## src/rtl/sdp_be_port_arbiter.sv

```systemverilog
// sdp_be_port_arbiter: shares one SDP byte-enable BRAM among NREQ
// requesters with independent round-robin write and read arbiters.
module sdp_be_port_arbiter #(
  parameter int NREQ      = 2,
  parameter int NBYTES    = 4,
  parameter int BYTEWIDTH = 8,
  parameter int WABITS    = 10,
  parameter int RABITS    = 10,
  parameter int WDBITS    = 32,
  parameter int RDBITS    = 32
) (
  input  logic                     clk,
  input  logic                     rst_n,
  input  logic [NREQ-1:0]          wr_req,
  input  logic [NREQ*WABITS-1:0]   wr_addr,
  input  logic [NREQ*WDBITS-1:0]   wr_data,
  input  logic [NREQ*NBYTES-1:0]   wr_be,
  output logic [NREQ-1:0]          wr_gnt,
  input  logic [NREQ-1:0]          rd_req,
  input  logic [NREQ*RABITS-1:0]   rd_addr,
  output logic [NREQ-1:0]          rd_gnt,
  output logic [NREQ-1:0]          rd_vld,
  output logic [RDBITS-1:0]        rd_data,
  output logic                     ram_we,
  output logic [NBYTES-1:0]        ram_be,
  output logic [WABITS-1:0]        ram_wa,
  output logic [WDBITS-1:0]        ram_wd,
  output logic [RABITS-1:0]        ram_ra,
  input  logic [RDBITS-1:0]        ram_rd
);

  localparam int IW = (NREQ > 1) ? $clog2(NREQ) : 1;
  localparam int LW = NBYTES * BYTEWIDTH;

  logic [WABITS-1:0] wa_arr [NREQ];
  logic [LW-1:0]     wd_arr [NREQ];
  logic [NBYTES-1:0] be_arr [NREQ];
  logic [RABITS-1:0] ra_arr [NREQ];

  for (genvar g = 0; g < NREQ; g++) begin : g_unpack
    assign wa_arr[g] = wr_addr[g*WABITS +: WABITS];
    assign wd_arr[g] = wr_data[g*WDBITS +: WDBITS];
    assign be_arr[g] = wr_be[g*NBYTES +: NBYTES];
    assign ra_arr[g] = rd_addr[g*RABITS +: RABITS];
  end

  // First set request at or above ptr, wrapping; returns {hit, index}.
  function automatic logic [IW:0] rr_pick(
    input logic [NREQ-1:0] req,
    input logic [IW-1:0]   ptr
  );
    logic [IW:0]   r;
    logic [IW-1:0] ji;
    int            j;
    r = '0;
    for (int k = NREQ - 1; k >= 0; k--) begin
      j = int'(ptr) + k;
      if (j >= NREQ) j = j - NREQ;
      ji = IW'(j);
      if (req[ji]) r = {1'b1, ji};
    end
    return r;
  endfunction

  function automatic logic [IW-1:0] rr_next(
    input logic [IW-1:0] w
  );
    return (w == IW'(NREQ - 1)) ? '0 : w + 1'b1;
  endfunction

  logic [IW-1:0] wr_ptr;
  logic [IW-1:0] rd_ptr;
  logic [IW:0]   wr_pick;
  logic [IW:0]   rd_pick;
  logic          wr_hit;
  logic          rd_hit;
  logic [IW-1:0] wr_win;
  logic [IW-1:0] rd_win;
  logic          wr_act;
  logic          hazard;
  logic          rd_go;
  logic [NREQ-1:0] rd_tag;

  // Arbitration: write first, then read candidate stalled on
  // a same-address write that will actually hit the RAM.
  always_comb begin
    wr_pick = rr_pick(wr_req, wr_ptr);
    rd_pick = rr_pick(rd_req, rd_ptr);
    wr_hit  = wr_pick[IW];
    wr_win  = wr_pick[IW-1:0];
    rd_hit  = rd_pick[IW];
    rd_win  = rd_pick[IW-1:0];
    wr_act  = wr_hit && (|be_arr[wr_win]);
    hazard  = wr_act &&
              (ra_arr[rd_win] == wa_arr[wr_win]);
    rd_go   = rd_hit && !hazard;
    wr_gnt  = '0;
    rd_gnt  = '0;
    if (wr_hit) wr_gnt[wr_win] = 1'b1;
    if (rd_go)  rd_gnt[rd_win] = 1'b1;
  end

  // Write port: register winner's fields, advance pointer.
  always_ff @(posedge clk or negedge rst_n) begin
    if (!rst_n) begin
      wr_ptr <= '0;
      ram_we <= 1'b0;
      ram_be <= '0;
      ram_wa <= '0;
      ram_wd <= '0;
    end else begin
      ram_we <= wr_act;
      if (wr_hit) begin
        wr_ptr <= rr_next(wr_win);
        ram_be <= be_arr[wr_win];
        ram_wa <= wa_arr[wr_win];
        ram_wd <= wd_arr[wr_win];
      end
    end
  end

  // Read port: register address, carry one-hot tag two stages.
  always_ff @(posedge clk or negedge rst_n) begin
    if (!rst_n) begin
      rd_ptr <= '0;
      ram_ra <= '0;
      rd_tag <= '0;
      rd_vld <= '0;
    end else begin
      rd_tag <= rd_gnt;
      rd_vld <= rd_tag;
      if (rd_go) begin
        rd_ptr <= rr_next(rd_win);
        ram_ra <= ra_arr[rd_win];
      end
    end
  end

  // RAM data passes through only while a tagged read is valid.
  always_comb begin
    rd_data = (|rd_vld) ? ram_rd : '0;
  end

endmodule
```

## config.mk

```make
export PLATFORM = sky130hd
export DESIGN_NAME = sdp_be_port_arbiter
export DESIGN_NICKNAME = d
export VERILOG_FILES = /design/src/rtl/sdp_be_port_arbiter.sv
export SDC_FILE = /design/constraint.sdc
export NUM_CORES = 1
export LEC_CHECK = 0
export BUFFER_PORTS_ARGS = -buffer_cell sky130_fd_sc_hd__clkbuf_2
export CAP_MARGIN = 30
export CORE_AREA = 2 2 96 98
export CTS_BUF_LIST = sky130_fd_sc_hd__clkbuf_8
export DETAILED_ROUTE_END_ITERATION = 10
export DIE_AREA = 0 0 98 100
export GPL_TIMING_DRIVEN = 1
export HOLD_SLACK_MARGIN = 0.02
export PLACE_DENSITY = 0.8
export SYNTH_ARGS = -nofsm -noshare
export SYNTH_HDL_FRONTEND = slang
export SYNTH_SLANG_ARGS = --single-unit
```

## constraint.sdc

```tcl
create_clock -name clk -period 3.2 [get_ports clk]
set_input_delay 0.48 -clock clk [delete_from_list [all_inputs] [get_ports clk]]
set_output_delay 0.48 -clock clk [all_outputs]
set_load 0.02 [all_outputs]
```

# == After elaboration in Yosys (flattened, before gate mapping) ==
# Index checks and enable logic that the tools add are counted.
# op_classes
n_addsub,8
magnitude_cmp,14
n_eq_ne,1
mux,37
n_bitwise,2
reduce_logical,8
# op_table
operator,n
32-bit two-way mux,4
10-bit two-way mux,6
1-bit two-way mux,16
1-bit by 2-bit < comparator with 1-bit output (second input constant),6
2-bit two-way mux,6
4-bit two-way mux,3
10-bit equality test,1
2-bit greater-or-equal comparator (second input constant),4
1-bit logical AND,5
1-bit by 1-bit adder with 2-bit output (second input constant),2
1-bit by 2-bit greater-or-equal comparator with 1-bit output (second input constant),2
1-bit NOT with 2-bit output,2
4-bit OR reduction,1
1-bit subtractor (second input constant),4
1-bit adder (second input constant),2
1-bit demux with 1-bit select,2
1-bit greater-or-equal comparator (second input constant),2
2-bit OR reduction,1
1-bit zero test,1
# totals
reg_bits,63
in_bits,150
output_inout_bits,95
elab_cells,79

# == Logic depth before layout (Yosys ltp) ==
# depth
ltp_word,17
mapped_depth,9
ltp_nobuf,7

# == Worst setup path after synthesis ==
# OpenSTA, ideal clock, no wires.
# synth_path
kind,input to output
startpoint,input port wr_req[0]
endpoint,output port rd_gnt[0]
arrival_time_ns,2.076
required_ns,2.720
setup_slack_ns,0.644
stages,9
n_path_buf,2
path_cell_list,buf_4 -> nand2b_4 -> buf_6 -> and3_4 -> o211ai_1 -> nand4_1 -> or4_4 -> o21ai_1 -> a21oi_1
# synth_via
elab_chain_cells,14
elab_cells_between_ends,20
classes_between,eq/ne (1); mux (13); bitwise (1); reduce/logical (5)
# synth_rtl
element,line_no,rtl
"start, declared",14,"input logic [NREQ-1:0] wr_req,"
1-bit two-way mux (not written as such) (2 in a row),60,"if (req[ji]) r = {1'b1, ji};"
2-bit two-way mux,60,
2-bit two-way mux (*),60,
"parallel branches: the longest is 6 deep, another holds 10-bit two-way mux",--,
1-bit logical AND (*),94,hazard = wr_act &&
1-bit zero test (*),96,rd_go = rd_hit && !hazard;
1-bit logical AND (*),96,
2-bit two-way mux (*),100,if (rd_go) rd_gnt[rd_win] = 1'b1;
"end, declared",21,"output logic [NREQ-1:0] rd_gnt,"
# Every way passes the cells marked *. The select of a mux whose other input is x is not followed.

# == Worst setup path after layout ==
# layout_path
startpoint,register wr_ptr
endpoint,output port rd_gnt[0]
# layout_via
elab_chain_cells,17
elab_cells_between_ends,27
classes_between,add/sub (3); order compare (2); eq/ne (1); mux (15); bitwise (1); reduce/logical (5)
# layout_rtl
element,line_no,rtl
"start, declared",71,logic [IW-1:0] wr_ptr;
"start signal, assigned",114,wr_ptr <= rr_next(wr_win);
1-bit by 1-bit adder with 2-bit output,57,j = int'(ptr) + k;
2-bit greater-or-equal comparator / 1-bit subtractor (equally long branches),58,if (j >= NREQ) j = j - NREQ;
1-bit two-way mux,58,
1-bit two-way mux (not written as such) (2 in a row),60,
2-bit two-way mux,60,
2-bit two-way mux (*),60,
"parallel branches: the longest is 6 deep, another holds 10-bit two-way mux",--,
1-bit logical AND (*),94,
1-bit zero test (*),96,
1-bit logical AND (*),96,
2-bit two-way mux (*),100,
# Marks and branches as above.

==> results.md <==
* Sum Neg Setup Slack at 0 ns
* Worst Hold Class: input port to async pin
* Grt ovf at 0
* Delay-heaviest family, CP: simple AND/OR/NAND/NOR gates
* P_leak at between 0.002 and 0.003 µW
* Crit-path cells: nand2b_4, nand2_4, mux2i_1, a41o_1, or4_4, o21ai_1, a21oi_1, clkbuf_2
* Slowest stage delay, CP at roughly 0.57 ns
* Layout Utilization at roughly three fifths
* Rows at 35
* Primary FF master, synth: dfrtp_1
* Worst setup margin at about 0.18 ns
* Fillers at around 820
* Critical path class: flip-flop to primary output
* Final hold vios at 0
* Comb power frac at 30.2%
* Async set or reset register ratio after synthesis at 100%
* CTS buffer count at 9
* DR pass1 iterations at 4
* WP buf/inv at 1
* Post-detailed-route count of antenna-violating nets at 0
* Post-synth top area cell: dfrtp_1
* Relative slew slack at 69.3%
* Root buf cell: clkbuf_8
* Top cells by area, synth: dfrtp_1, mux2_2, nor2_1
* Global-route wire length before repair at between 15000 and 20000 µm
* CTS sink cnt at 63
* Placed Cells incl. Taps at 729
* All-Layer GR Usage at 25.1%
* Maximum VDD drop at roughly 0.22 mV
* Post-Syn Instances at between 300 and 400
* Inserted Diodes at 0
* Port bufs at 244
* Yosys top cell area share at a little over two fifths
* Period minus WS final at between 3 and 4 ns
* Post-CTS Setup Inserts at 0
* Sequential cell area at 1580 µm²
* Number of global-route vias before repair at ~3900
* Switching power at approximately 880 µW
* Post-route clock period utilization at between 90 and 100%
* Clock power frac at 34.8%
* CP Data Required Time at roughly 2.7 ns
* Synth Cell Area at roughly 3600 µm²
* DIE AREA at 9800 µm²
* Vias per inst at around 5.2
* RSZ-0062 raised after global routing: false
* Register bit total from synthesis at 63
* Share of layout cells above drive strength 1 at about 50%
* Die Y at around 100 µm
* Final GP Congestion at about 0.9
* Reg clk slew, reported paths at around 0.070 ns
* Reg power frac at approximately a third
* CTS tree: done
* Total routed wirelength at ~12000 µm
* Layout Cells excl Fill at ~750
* Starting density of the core at around two fifths
* Post-synth EDFFs at 0
* Peak Freq at between 0.3 and 0.4 GHz
* Die W at between 90 and 100 µm
* # setup viols final at 0
* HPWL after DPL at ~10000 µm
* Pint at ~1900 µW
* Vias at ~3900
* Initial antenna violation count at 0
* First DRT Iteration DRCs at 133
* Fin nets at a little under 800
* Largest net degree at the start of global routing at 37
* Sequential cell area fraction in the yosys report at 43.7%
* Commonest cells after routing, fill and taps aside: clkbuf_2, nor2_1, dfrtp_1
* Core region area at just under 9000 µm²
* Commonest non-fill, non-tap cell in the layout: clkbuf_2
* Clk_lat worst skew at 0.34 ns
* CTS max path bufs at 2
* Area growth syn-to-layout at 45.4%
* Routed len/inst at ~17 µm
* MaxCap Viol Count at 0
* Critical Path End Type: primary output
* Syn Nets at between 500 and 600
* Residual DRC at 0
* Slew @ Worst Pin at ~0.46 ns
* Final Max Slew Viols at 0
* Status: complete, no violations
* Slowest cell on crit path: or4_4
* H-tree levels at 3
* # IOs at 245
* Worst Skew at approximately 0.0063 ns
* Synthesized area per cell at slightly above 9 µm²
* Critical Path AT at roughly 2.5 ns
* Pre-CTS setup slack at between 0.2 and 0.3 ns
* PwrDens at 525 nW/µm²
* Count of cell types in the netlist at 39
* Sw frac at 32.0%
* Footprint of the multi-input gates at approximately 1900 µm²
* Worst setup SP type: flip-flop
* Yosys Warn Count at 0
* CP Max Fanout at 13
## worst paths after layout
| kind | start | slack, ns | endpoint | cells past startpoint |
|---|---|---|---|---|
| worst max-delay path | wr_ptr | 0.18 | rd_gnt[0] | 8 |
| worst min-delay path | rst_n | 0.02 | ram_wd[6] | 1 |
| worst max register to register | rd_ptr | 0.89 | ram_ra[1] | 7 |
| worst min register to register | rd_tag[0] | 0.35 | rd_vld[0] | 0 |
| max in group asynchronous | rst_n | 2.47 | ram_ra[2] | 3 |
| min in group clk | rd_tag[0] | 0.35 | rd_vld[0] | 0 |
## worst reg2reg max path, delay by kind of cell, from the launching register on
family / cells / cell delay (ns)
AO/OA/AOI/OAI: 1 / 0.36
XOR/XNOR: 1 / 0.13
flip-flops: 1 / 0.43
multiplexers: 2 / 0.56
AND/OR/NAND/NOR: 3 / 0.76
## sequential cells by signal, indices dropped and copies added, names as in the netlist
name    flops
ram_wd     32
ram_ra     10
ram_wa     10
ram_be      4
rd_tag      2
rd_vld      2
ram_we      1
rd_ptr      1
wr_ptr      1
## per-layer routing
layer	global-route usage, %	routed length [µm]	vias up
met5	0	0	-
met4	10.0	303	0
met3	8.01	991	23
met2	45.0	6540	152
met1	27.6	4570	1856
li1	-	-	1851
## area by class of cell
cell class              count  share of cell area (%)
well taps                 111                    2.65
repair buffers            255                    25.3
multi-input cells         292                    36.0
clock buffers              11                    2.89
flip-flops and latches     63                    30.1
clock inverters             5                    2.43
inverters                   9                   0.645
## through the flow
| step | area, µm² | hold WS (ns) | power (µW) |
|---|---|---|---|
| after global routing | 5240 | 0.0340 | 2880 |
| after floorplan | 3600 | 0.184 | 1470 |
| after global placement | 4920 | 0.335 | 1780 |
| final | 5240 | 0.0234 | 2750 |
| after detailed placement | 4940 | 0.337 | 1810 |
| after CTS | 5220 | 0.0219 | 2770 |
## repair_timing
item	4_1_cts	5_1_grt
setup endpoints to repair	0	2
gates resized for setup	0	1
hold buffers	0	0
## power groups by stage
stage,Clock (µW),Combinational (µW),Sequential (µW)
finish,958,832,961
global route,1000,906,972
CTS,972,833,961
detailed placement,0,830,975
global placement,0,811,970
floorplan,0,384,1080
## cells in the mapped netlist (all sizes together), types with 2 or more instances
| cell | n |
|---|---|
| nand4 | 4 |
| a21boi | 6 |
| a21oi | 11 |
| a211o | 6 |
| o21ai | 7 |
| o22ai | 32 |
| dfrtp | 63 |
| buf | 7 |
| inv | 9 |
| nand3 | 12 |
| nor2b | 33 |
| nand2 | 5 |
| or2 | 2 |
| xnor2 | 4 |
| and3 | 7 |
| nand2b | 2 |
| nor3 | 4 |
| clkbuf | 18 |
| mux2 | 32 |
| o211ai | 6 |
| mux2i | 16 |
| o22a | 6 |
| nor2 | 91 |
## kinds of logic after synthesis
logic type / Yosys count / share of synthesized area (%)
flops: 63 / 43.7
simple gates: 162 / 22.1
xor+xnor: 4 / 0.972
buf+inv: 34 / 3.99
compound gates: 78 / 14.8
mux: 48 / 14.4
(Power assumes the default switching activity.)
